`config.mk`:
```
export PLATFORM = sky130hd
export DESIGN_NAME = cbm_issue_arbiter
export DESIGN_NICKNAME = d
export VERILOG_FILES = /design/src/rtl/cbm_issue_arbiter.sv
export SDC_FILE = /design/constraint.sdc
export NUM_CORES = 1
export LEC_CHECK = 0
export BUFFER_PORTS_ARGS = -buffer_cell sky130_fd_sc_hd__buf_4
export CELL_PAD_IN_SITES_DETAIL_PLACEMENT = 1
export CELL_PAD_IN_SITES_GLOBAL_PLACEMENT = 1
export CORE_MARGIN = 1.5
export CORE_UTILIZATION = 36
export CTS_CLUSTER_DIAMETER = 120
export DETAILED_ROUTE_END_ITERATION = 7
export PLACE_DENSITY_LB_ADDON = 0.1
export RECOVER_POWER = 25
export SLEW_MARGIN = 40
export SYNTH_ARGS = -nofsm -noshare
export SYNTH_HDL_FRONTEND = slang
export SYNTH_SLANG_ARGS = --single-unit
```
`constraint.sdc`:
```
create_clock -name clk_i -period 7.5 [get_ports clk_i]
set_input_delay 1.875 -clock clk_i [delete_from_list [all_inputs] [get_ports clk_i]]
set_output_delay 1.875 -clock clk_i [all_outputs]
set_load 0.1 [all_outputs]
```
`src/rtl/cbm_issue_arbiter.sv`:
```
// cbm_issue_arbiter
//   Shares one column_bypass_multiplier (CBM) between the two issue pipes of
//   the dual-issue core. Requests from pipe 0 and pipe 1 arrive over
//   valid/ready handshakes and are granted round-robin. A granted request is
//   issued to the CBM with a one-cycle start pulse. The product is held on
//   the rsp_* port until writeback accepts it. A flush squashes any
//   in-flight or pending multiply.
//
// Ports
//   clk_i, rst_i                   core clock, asynchronous active-high reset
//   req{0,1}_valid_i/_ready_o      per-pipe request handshake
//   req{0,1}_a_i/_b_i/_rd_i        per-pipe operands and destination index
//   flush_i                        squash in-flight / pending multiply
//   rsp_valid_o/rsp_ready_i        result handshake towards writeback
//   rsp_pipe_o/rsp_rd_o/rsp_data_o owning pipe, destination, low product bits
//   cbm_start_o                    one-cycle start pulse to the CBM
//   cbm_a_o/cbm_b_o/cbm_rd_o       registered operands and tag to the CBM
//   cbm_busy_i/cbm_done_i          CBM status
//   cbm_result_i/cbm_rd_i          CBM result and returned tag (done cycle)
//
// state | meaning
// ------+-----------------------------------------------------------
// IDLE  | no multiply owned; grant one pipe when the CBM is free
// ISSUE | start pulse on the CBM with operands stable
// WAIT  | CBM computing; capture result on done
// RESP  | result held on rsp_* until writeback accepts it
// DRAIN | flushed op still inside the CBM; discard its done

module cbm_issue_arbiter #(
    parameter int RD_W   = 5,
    parameter int DATA_W = 32
) (
    input  logic              clk_i,
    input  logic              rst_i,

    input  logic              req0_valid_i,
    output logic              req0_ready_o,
    input  logic [DATA_W-1:0] req0_a_i,
    input  logic [DATA_W-1:0] req0_b_i,
    input  logic [RD_W-1:0]   req0_rd_i,

    input  logic              req1_valid_i,
    output logic              req1_ready_o,
    input  logic [DATA_W-1:0] req1_a_i,
    input  logic [DATA_W-1:0] req1_b_i,
    input  logic [RD_W-1:0]   req1_rd_i,

    input  logic              flush_i,

    output logic              rsp_valid_o,
    input  logic              rsp_ready_i,
    output logic              rsp_pipe_o,
    output logic [RD_W-1:0]   rsp_rd_o,
    output logic [DATA_W-1:0] rsp_data_o,

    output logic              cbm_start_o,
    output logic [DATA_W-1:0] cbm_a_o,
    output logic [DATA_W-1:0] cbm_b_o,
    output logic [RD_W-1:0]   cbm_rd_o,
    input  logic              cbm_busy_i,
    input  logic              cbm_done_i,
    input  logic [DATA_W-1:0] cbm_result_i,
    input  logic [RD_W-1:0]   cbm_rd_i
);

    typedef enum logic [2:0] {
        S_IDLE,
        S_ISSUE,
        S_WAIT,
        S_RESP,
        S_DRAIN
    } state_t;

    state_t state;
    logic   ptr;      // pipe that wins the next tie
    logic   pipe_q;   // owner of the multiply currently in flight

    logic can_grant;
    logic gnt0;
    logic gnt1;

    // Ready is combinational so a request is accepted in the same cycle the
    // arbiter becomes free. It is also held low during reset so that every
    // output reads 0 while rst_i is high.
    assign can_grant = (state == S_IDLE) && !flush_i && !cbm_busy_i && !rst_i;
    assign gnt0 = can_grant && req0_valid_i && (!req1_valid_i || !ptr);
    assign gnt1 = can_grant && req1_valid_i && (!req0_valid_i ||  ptr);

    assign req0_ready_o = gnt0;
    assign req1_ready_o = gnt1;

    always_ff @(posedge clk_i or posedge rst_i) begin
        if (rst_i) begin
            state       <= S_IDLE;
            ptr         <= 1'b0;
            pipe_q      <= 1'b0;
            cbm_start_o <= 1'b0;
            cbm_a_o     <= '0;
            cbm_b_o     <= '0;
            cbm_rd_o    <= '0;
            rsp_valid_o <= 1'b0;
            rsp_pipe_o  <= 1'b0;
            rsp_rd_o    <= '0;
            rsp_data_o  <= '0;
        end else begin
            cbm_start_o <= 1'b0;
            case (state)
                S_IDLE: begin
                    if (gnt0 || gnt1) begin
                        cbm_a_o     <= gnt1 ? req1_a_i  : req0_a_i;
                        cbm_b_o     <= gnt1 ? req1_b_i  : req0_b_i;
                        cbm_rd_o    <= gnt1 ? req1_rd_i : req0_rd_i;
                        pipe_q      <= gnt1;
                        ptr         <= ~gnt1;
                        cbm_start_o <= 1'b1;
                        state       <= S_ISSUE;
                    end
                end
                S_ISSUE: begin
                    // The start pulse is already on the wire this cycle, so a
                    // flush here still leaves one op inside the CBM to drain.
                    state <= flush_i ? S_DRAIN : S_WAIT;
                end
                S_WAIT: begin
                    if (cbm_done_i) begin
                        if (flush_i) begin
                            // Done and flush together: nothing left to drain.
                            state <= S_IDLE;
                        end else begin
                            rsp_valid_o <= 1'b1;
                            rsp_pipe_o  <= pipe_q;
                            // The latched tag is authoritative; the returned
                            // tag is only forwarded when it agrees with it.
                            rsp_rd_o    <= (cbm_rd_i == cbm_rd_o) ? cbm_rd_i : cbm_rd_o;
                            rsp_data_o  <= cbm_result_i;
                            state       <= S_RESP;
                        end
                    end else if (flush_i) begin
                        state <= S_DRAIN;
                    end
                end
                S_RESP: begin
                    if (rsp_ready_i || flush_i) begin
                        rsp_valid_o <= 1'b0;
                        state       <= S_IDLE;
                    end
                end
                S_DRAIN: begin
                    if (cbm_done_i) begin
                        state <= S_IDLE;
                    end
                end
                default: state <= S_IDLE;
            endcase
        end
    end

endmodule
```
==> flow_metrics.tcl <==
set metrics [dict create \
    outcome "complete, but fails checks" \
    violations "max-capacitance violations, max-slew violations" \
    netlist_instances 442 \
    avgSynthCellArea_um2 12.5 \
    initial_core_util_pct 36.5 \
    min_from "pipe_q$_DFFE_PP0P_" \
    hold_buffers 0 \
    netlist_top_cells_count "dfrtp_1 (114), a211oi_1 (70), o21bai_1 (69), a2bb2oi_1 (62), mux2_2 (29)" \
    grt_pass1_wl_um 28600 \
    vias 4930 \
    r2r_start "state[2]$_DFFE_PP0P_" \
    clk_pin_slew_worst_paths_ps 50 \
    viasPerCell 5.45 \
    die_area_mm2 0.0160 \
    dr.first_iter.drc_count 172 \
    drt_first_pass_iters 4 \
    clock_path_buffers 2 \
    cts_tree "yes" \
    synth_area_mm2 0.00550 \
    wl_per_cell_um 20.5 \
    track_usage_pct 23.2 \
    htreeDepth 4 \
    cts_buffers 17 \
    die_h_um 127 \
    synth_edf_count 0 \
    critPathMostFrequentCell "buf_4" \
    cpPeakStageDelay_ps 500 \
    synth_seq_cells 114 \
    post_cts.repair.setup_buffers 0 \
    cts.sinks 114 \
    root_buffer "clkbuf_16" \
    async_flop_share_pct 100 \
    die_x_um 127 \
    grt-ovfl-total 0 \
    setup_viol 0 \
    yosysTopAreaCellShare_pct 51.8 \
    worstSetupPathType "primary input to output pin" \
    min_period_ps 5180 \
    clock_latency_ps 410 \
    min-delay-path-class "flop to flop" \
    finalMaxSlewViolations 37 \
    syn_nets 625 \
    nets 889 \
    synth_cell_types 34 \
    yosys.cell_count.top_type "dfrtp_1" \
    dp_hpwl_um 12800 \
    drive_gt1_share_pct 52.2 \
    start_kind "primary input" \
    io_buffers 288 \
    maxCapViolations 1 \
    wirelength_um 18600 \
    tightest_slew_ps 1570 \
    remaining_drc_errors 0 \
    grt_max_degree 80 \
    critPathMaxFanout 39 \
    yosysTopAreaCell "dfrtp_1" \
    required_ps 5620 \
    final_antenna_net_count 0 \
    fillers 1607 \
    path_cells "buf_4 -> inv_2 -> o21ai_4 -> buf_4 -> nor2_1 -> buf_4" \
    seq_area_frac_synth_pct 51.8 \
    synth_warnings 0 \
    core_mm2 0.0151 \
    antenna_found_initial 0 \
    gp_congestion 0.808 \
    cp.arrival_ps 3300 \
    setup_tns_ps 0 \
    rsz0062_at_grt "no" \
    maxSlewHeadroom_pct -5.01 \
    crit_slowest_cell "buf_4" \
    rows 45 \
    period_share_pct 69.0 \
    cp-startpoint "req0_valid_i" \
    first_global_vias 5210 \
    fmax_ghz 0.193 \
    ctsResizeCount 0 \
    yosys-top-cells-area "dfrtp_1 (52%), a2bb2oi_1 (9.9%), a211oi_1 (9.5%), o21bai_1 (9.4%), mux2_2 (5.9%)" \
    endpoint_kind "output pin" \
    hold_violations 0 \
    pin_count 294 \
    dpl_cell_area_mm2 0.00767 \
    yosys_most_used_dff "dfrtp_1" \
    fin_area_mm2 0.00829 \
    syn_to_final_growth_pct 50.6 \
    diodes 0 \
    skew_ps 7.23 \
]
[critical path, delay by kind of cell]
family,cells,cell delay [ps]
AO/OA/AOI/OAI,1,390
AND/OR/NAND/NOR,1,110
buffers and inverters,4,920
[state kept, by name (all words and copies together), names as in the netlist]
register and flops:
rsp_valid_o 1, cbm_a_o 32, cbm_rd_o 5, rsp_data_o 32, ptr 1, pipe_q 1, cbm_b_o 32, rsp_rd_o 5
cbm_start_o 1, state 3, rsp_pipe_o 1
[through the flow]
| step | std cells | setup WS [ps] | hold WS (ps) | util [%] |
|---|---|---|---|---|
| floorplan | 442 | 2180 | 444 | - |
| finish | 905 | 2320 | 476 | 54.9 |
| detailed placement | 874 | 1930 | 463 | 50.9 |
| CTS | 904 | 1930 | 478 | 54.8 |
| global placement | 874 | 2000 | 459 | 50.8 |
| global route | 905 | 2160 | 501 | 54.9 |
[layer usage]
metal  vias to the layer above  routed length [µm]  global-route usage [%]
met1                      2427                7380                    26.8
li1                       2247                   -                       -
met2                       215                9050                    38.4
met5                         -                   0                       0
met4                         0                 659                    11.3
met3                        41                1510                    8.31
[area by class of cell]
type | count | area, µm² | share of cell area (%)
Timing Repair Buffer | 296 | 2240 | 27.0
Clock buffer | 25 | 495 | 5.98
Multi-Input combinational cell | 274 | 2350 | 28.4
Clock inverter | 5 | 100 | 1.21
Inverter | 3 | 12.5 | 0.151
Sequential cell | 114 | 2850 | 34.4
Tap cell | 188 | 235 | 2.84
[cell families after synthesis]
logic type | count (synthesis) | synth area share [%]
AO/OA/AOI/OAI | 218 | 32.1
buffers and inverters | 54 | 5.43
flip-flops | 114 | 51.8
multiplexers | 39 | 8.57
AND/OR/NAND/NOR | 17 | 2.09
[final timing paths]
check | to | slack, ps | cells after the start
max in group asynchronous | ptr$_DFFE_PP0P_ | 4310 | 3
setup reg to reg | cbm_a_o[0]$_DFFE_PP0P_ | 5310 | 5
hold / removal | pipe_q$_DFFE_PP0P_ | 480 | 1
hold reg to reg | pipe_q$_DFFE_PP0P_ | 480 | 1
min in group asynchronous | cbm_rd_o[0]$_DFFE_PP0P_ | 1850 | 2
setup / recovery | req1_ready_o | 2320 | 6
[layout by cell type (no fill, tap or decap)]
cell        instances
buf_4             292
dfrtp_1           113
a211oi_1           70
o21bai_1           69
a2bb2oi_1          62
mux2_2             29
clkbuf_16          17
mux2_4              9
a2bb2oi_2           7
clkbuf_1            6
nor2_1              5
clkbuf_8            4
o21ai_0             3
bufinv_16           3
nor2_4              2
a31oi_1             2
nand2_1             2
clkinv_2            2
and4b_4             1
or4_1               1
nand2b_1            1
a21oi_1             1
nand3_2             1
inv_2               1
o21ai_4             1
and3_2              1
and3_1              1
clkinvlp_2          1
a21o_1              1
inv_1               1
nor2b_1             1
mux2i_1             1
nand3b_1            1
o31ai_1             1
o32a_1              1
buf_16              1
buf_6               1
dfrtp_2             1
Power is not shown: default switching activity piles up to over one toggle a cycle in this logic, so the estimate is an artifact.
